**src/rtl/shift_ctrl_pkg.sv**
```systemverilog
// Shared types for the shift serializer controller.
// State encoding and counter-width helper used by the FSM.
package shift_ctrl_pkg;

    localparam int STATE_W = 2;

    typedef enum logic [STATE_W-1:0] {
        IDLE  = 2'd0,
        SHIFT = 2'd1,
        GAP   = 2'd2
    } state_t;

    // Counters for a range of n values need at least one bit even when n <= 1.
    function automatic int cnt_width(input int n);
        return (n > 1) ? $clog2(n) : 1;
    endfunction

endpackage

```
**src/rtl/shift_reg_en.sv**
```systemverilog
// WIDTH-bit parallel-load / shift-right register, LSB leaves first.
// Priority: clr > load > shift_en > hold.
module shift_reg_en #(
    parameter int WIDTH = 4
) (
    input  logic             clk,
    input  logic             reset_n,
    input  logic             clr,
    input  logic             load,
    input  logic             shift_en,
    input  logic [WIDTH-1:0] d,
    output logic [WIDTH-1:0] q
);

    always_ff @(posedge clk or negedge reset_n) begin
        if (!reset_n) begin
            q <= '0;
        end else if (clr) begin
            q <= '0;
        end else if (load) begin
            q <= d;
        end else if (shift_en) begin
            q <= {1'b0, q[WIDTH-1:1]};
        end
    end

endmodule

```
**src/rtl/shift_serializer_ctrl.sv**
```systemverilog
// Serialises one WIDTH-bit word per valid/ready handshake, LSB first,
// holding each bit CLKS_PER_BIT cycles and idling GAP_CYCLES after each frame.
module shift_serializer_ctrl
    import shift_ctrl_pkg::*;
#(
    parameter int WIDTH        = 4,
    parameter int CLKS_PER_BIT = 1,
    parameter int GAP_CYCLES   = 1
) (
    input  logic             clk,
    input  logic             reset_n,
    input  logic             in_valid,
    output logic             in_ready,
    input  logic [WIDTH-1:0] in_data,
    input  logic             abort,
    output logic             ser_out,
    output logic             ser_valid,
    output logic             ser_first,
    output logic             ser_last,
    output logic             busy,
    output logic             done
);

    localparam int BIT_W = cnt_width(WIDTH);
    localparam int CYC_W = cnt_width(CLKS_PER_BIT);
    localparam int GAP_W = cnt_width(GAP_CYCLES);

    state_t           state;
    logic [BIT_W-1:0] bit_cnt;
    logic [CYC_W-1:0] cyc_cnt;
    logic [GAP_W-1:0] gap_cnt;
    logic [WIDTH-1:0] sr;

    logic bit_last, cyc_last, gap_last;
    logic accept, sr_clr, sr_shift;

    assign bit_last = (bit_cnt == BIT_W'(WIDTH - 1));
    assign cyc_last = (cyc_cnt == CYC_W'(CLKS_PER_BIT - 1));
    assign gap_last = (gap_cnt == GAP_W'(GAP_CYCLES - 1));

    // Abort only matters once a frame is in flight; in IDLE an accept still wins.
    always_comb begin
        accept   = 1'b0;
        sr_clr   = 1'b0;
        sr_shift = 1'b0;
        if (state == IDLE) begin
            accept = in_valid && in_ready;
        end else begin
            sr_clr   = abort;
            sr_shift = (state == SHIFT) && cyc_last && !abort;
        end
    end

    shift_reg_en #(.WIDTH(WIDTH)) u_sr (
        .clk      (clk),
        .reset_n  (reset_n),
        .clr      (sr_clr),
        .load     (accept),
        .shift_en (sr_shift),
        .d        (in_data),
        .q        (sr)
    );

    always_ff @(posedge clk or negedge reset_n) begin
        if (!reset_n) begin
            state    <= IDLE;
            in_ready <= 1'b0;
            done     <= 1'b0;
            bit_cnt  <= '0;
            cyc_cnt  <= '0;
            gap_cnt  <= '0;
        end else begin
            done <= 1'b0;
            case (state)
                IDLE: begin
                    if (accept) begin
                        state    <= SHIFT;
                        in_ready <= 1'b0;
                        bit_cnt  <= '0;
                        cyc_cnt  <= '0;
                    end else begin
                        in_ready <= 1'b1;
                    end
                end
                SHIFT: begin
                    if (abort) begin
                        state    <= IDLE;
                        in_ready <= 1'b1;
                        bit_cnt  <= '0;
                        cyc_cnt  <= '0;
                    end else if (cyc_last) begin
                        cyc_cnt <= '0;
                        if (bit_last) begin
                            done    <= 1'b1;
                            bit_cnt <= '0;
                            if (GAP_CYCLES == 0) begin
                                state    <= IDLE;
                                in_ready <= 1'b1;
                            end else begin
                                state   <= GAP;
                                gap_cnt <= '0;
                            end
                        end else begin
                            bit_cnt <= bit_cnt + 1'b1;
                        end
                    end else begin
                        cyc_cnt <= cyc_cnt + 1'b1;
                    end
                end
                GAP: begin
                    if (abort || gap_last) begin
                        state    <= IDLE;
                        in_ready <= 1'b1;
                        gap_cnt  <= '0;
                    end else begin
                        gap_cnt <= gap_cnt + 1'b1;
                    end
                end
                default: begin
                    state    <= IDLE;
                    in_ready <= 1'b1;
                end
            endcase
        end
    end

    always_comb begin
        ser_valid = (state == SHIFT);
        ser_out   = ser_valid && sr[0];
        ser_first = ser_valid && (bit_cnt == '0);
        ser_last  = ser_valid && bit_last;
        busy      = (state != IDLE);
    end

endmodule

```
**config.mk**
```make
export PLATFORM = sky130hd
export DESIGN_NAME = shift_serializer_ctrl
export DESIGN_NICKNAME = d
export VERILOG_FILES = /design/src/rtl/shift_ctrl_pkg.sv /design/src/rtl/shift_reg_en.sv /design/src/rtl/shift_serializer_ctrl.sv
export SDC_FILE = /design/constraint.sdc
export NUM_CORES = 1
export LEC_CHECK = 0
export CORE_AREA = 3 3 40 42
export DETAILED_ROUTE_END_ITERATION = 7
export DIE_AREA = 0 0 43 45
export GPL_TIMING_DRIVEN = 0
export PLACE_DENSITY = 0.69
export SLEW_MARGIN = 10
export SYNTH_ARGS = -nofsm -noshare
export SYNTH_HDL_FRONTEND = slang
export SYNTH_SLANG_ARGS = --single-unit
```
**constraint.sdc**
```tcl
create_clock -name clk -period 2.61 [get_ports clk]
set_input_delay 0.3915 -clock clk [delete_from_list [all_inputs] [get_ports clk]]
set_output_delay 0.3915 -clock clk [all_outputs]
set_load 0.05 [all_outputs]
```
==> impl_metrics.yaml <==
setup_path:
  critPathMaxStageDelay_ns: 0.80
  crit_path_end_kind: "primary output"
  critPathLaunchType: "register"
  rrSetupSlack_ns: 1.45
  r2r-end: "bit_cnt[0]$_DFFE_PN0P_"
  worstSetupEndpoint: "ser_last"
  cp_data_required_time_ns: 2.22
  critPathLaunch: "state[0]$_DFFE_PN0P_"
  slowest_stage: "clkdlybuf4s50_1"
  crit_type: "reg2out"
  reg2regPathDepth: 3
  path_cells: "nor2b_4, nand2_1, inv_1, clkdlybuf4s50_1"
  cp_max_fo: 8
  worstPathArrival_ns: 1.99
  rr_startpoint: "state[0]$_DFFE_PN0P_"
route:
  vias_per_cell: 5.17
  dr.pass1.iters: 2
  totalWireLength_um: 1110
  drt_iter0_drc: 2
  drtAntennaViolNets: 0
  drc: 0
  drt-wirelength-per-cell_um: 12.8
  vias: 450
finish:
  fillCellCount: 131
  drive_above_1_share_pct: 11.1
  fin_nets: 83
  area_growth_pct: 33.5
  final_core_util_pct: 57.4
  multi_input_area_um2: 243
  n_antenna_cell: 0
  stdcell_area_um2: 738
  ff_latch_area_um2: 275
pwr:
  ir_worst_vdd_mv: 0.424
  power_frac_clock_pct: 13.2
  seqPwrFrac_pct: 34.3
  leakage_nw: 0.327
  p_sw_share_pct: 44.1
  combPwrFrac_pct: 52.5
  p_per_area_mw_per_mm2: 1150
  internal-power_mw: 0.476
  p_switching_mw: 0.375
placed_design:
  hpwl_um: 849
  routabilityCongestion: 0.645
  port-buffer-count: 14
  placed_area_um2: 712
clock_tree:
  postCtsResizedCells: 0
  clk_latency_ns: 0.26
  cts_tree: "built"
  cts_hold_buf: 0
  cts_buffers: 3
  cts_root_buf: "clkbuf_4"
  clk_pin_slew_ns: 0.07
  post_cts_buffers: 0
  cts.sinks: 11
  htree_levels: 1
  cts_max_path_buffers: 2
global_routing:
  antenna_found_initial: 0
  grt_max_degree: 12
  grt_pass1_wl_um: 2010
  grt-ovfl-total: 0
  grt_pass1_vias: 471
  grtUsageTotal_pct: 14.6
timing:
  fin_worst_skew_ns: 0.00373
  rsz0062_at_grt: "no"
  slew_headroom_pct: 66.5
  worst_slew_pin_slew_ns: 0.501
  hold_violations: 0
  setup_viol_count_final: 0
  drv_slew: 0
  setup_tns_ns: 0
  min_period_ns: 2.39
  fmax_mhz: 419
  final.period_utilization_pct: 91.4
logic_synthesis:
  synth.yosys.seq_area_share_pct: 49.8
  yosys_register_bits: 11
  synthCells: 54
  syn_avg_cell_area_um2: 10.2
  ys_types: 23
  synth.net_count: 64
  synth_warnings: 0
  syn_area_um2: 553
run:
  cap_violations: 0
die:
  io_pins: 15
  die_area_mm2: 0.00194
  design.core.area_mm2: 0.00128
  start_util_pct: 43.0
  dieWidth_um: 43
  dieHeight_um: 45
  rows: 13
run_status:
  outcome: "finished clean"
hold_path:
  hold_class: "in2async"
[synthesized netlist by cell type, drive strengths merged]
master,n,area (um^2)
dfrtp,11,275
a21oi,6,30.0
inv,5,18.8
o21ai,5,25.0
nor2,4,15.0
a22oi,3,22.5
nand2,3,11.3
and2,2,12.5
buf,2,16.3
ha,2,25.0
nor2b,2,20.0
mux2i,1,10.0
nand2b,1,6.26
nand3,1,5.00
nand3b,1,7.51
nand4bb,1,11.3
nor3b,1,18.8
o31a,1,8.76
o31ai,1,7.51
or2,1,6.26
[cells in the final DEF (no fill, tap or decap)]
master / Yosys / routed
nand4bb_1: 1 / 1
a21oi_1: 6 / 6
nor2b_1: 1 / 1
a22oi_1: 3 / 3
o31ai_1: 1 / 1
and2_1: 2 / 2
ha_1: 2 / 2
clkdlybuf4s50_1: 0 / 14
o21ai_1: 2 / 2
dfrtp_1: 11 / 11
nor2_1: 4 / 4
clkbuf_4: 0 / 3
buf_6: 1 / 1
o31a_1: 1 / 1
clkbuf_1: 0 / 1
nand3_1: 1 / 1
or2_2: 1 / 1
nand2b_1: 1 / 1
nand3b_1: 1 / 1
buf_2: 1 / 1
o21ai_0: 3 / 3
nor3b_4: 1 / 1
mux2i_1: 1 / 1
nor2b_4: 1 / 1
nand2_1: 3 / 3
inv_1: 5 / 5
[per-layer routing]
metal	share of wire [%]	vias up	track usage, %
met5	0	-	0
li1	-	218	-
met2	55	15	25.1
met3	6.7	2	4.38
met1	38	215	15.5
met4	0.54	0	9.64
[worst min path at each step]
stage                            from                     end  slack, ns  depth (start not counted)
2_1_floorplan                 reset_n  bit_cnt[0]$_DFFE_PN0P_        0.1                          0
3_3_place_gp   bit_cnt[0]$_DFFE_PN0P_  bit_cnt[0]$_DFFE_PN0P_       0.50                          1
3_5_place_dp    u_sr.q[3]$_DFFE_PN0P_   u_sr.q[3]$_DFFE_PN0P_       0.50                          2
4_1_cts                       reset_n          done$_DFF_PN0_       0.47                          1
5_1_grt                       reset_n          done$_DFF_PN0_       0.49                          1
6_report                      reset_n          done$_DFF_PN0_       0.46                          1
[critical path, delay by kind of cell (launching register included)]
kind,cells,cell delay (ns)
buffers and inverters,2,0.87
DFF,1,0.49
and+or+nand+nor,2,0.38
[through the flow]
stage                     setup WS [ns]  cells  power (mW)  hold slack [ns]
after floorplan                   0.907     54       0.601           0.0959
after global placement            0.576     83       0.730            0.501
after detailed placement          0.513     83       0.747            0.503
after CTS                         0.208     87       0.863            0.469
after global routing             0.0934     87       0.923            0.493
final                             0.225     87       0.850            0.456
[flip-flops by register name (all words and copies together), names as in the netlist]
name	flops
in_ready	1
u_sr.q	4
state	2
done	1
bit_cnt	2
gap_cnt	1
[layout make-up]
class | instances | area share, %
timing repair buffer | 14 | 19.0
clock buffer | 4 | 3.56
inverter | 5 | 2.54
tap | 15 | 2.54
multi-input combinational | 36 | 32.9
sequential | 11 | 37.3
buffer | 2 | 2.20
[cell families after synthesis]
logic type | synth area share [%]
compound gates | 17.0
fa+ha+maj | 4.52
buf+inv | 6.33
flops | 49.8
mux | 1.81
simple gates | 20.6
[power groups by stage]
| stage | Combinational, mW | Clock, mW | Sequential, mW |
|---|---|---|---|
| after global placement | 0.443 | 0 | 0.287 |
| after CTS | 0.454 | 0.118 | 0.291 |
| after global routing | 0.485 | 0.136 | 0.302 |
| after detailed placement | 0.454 | 0 | 0.293 |
| final | 0.447 | 0.113 | 0.291 |
| after floorplan | 0.298 | 0 | 0.303 |
(Power assumes the default switching activity.)
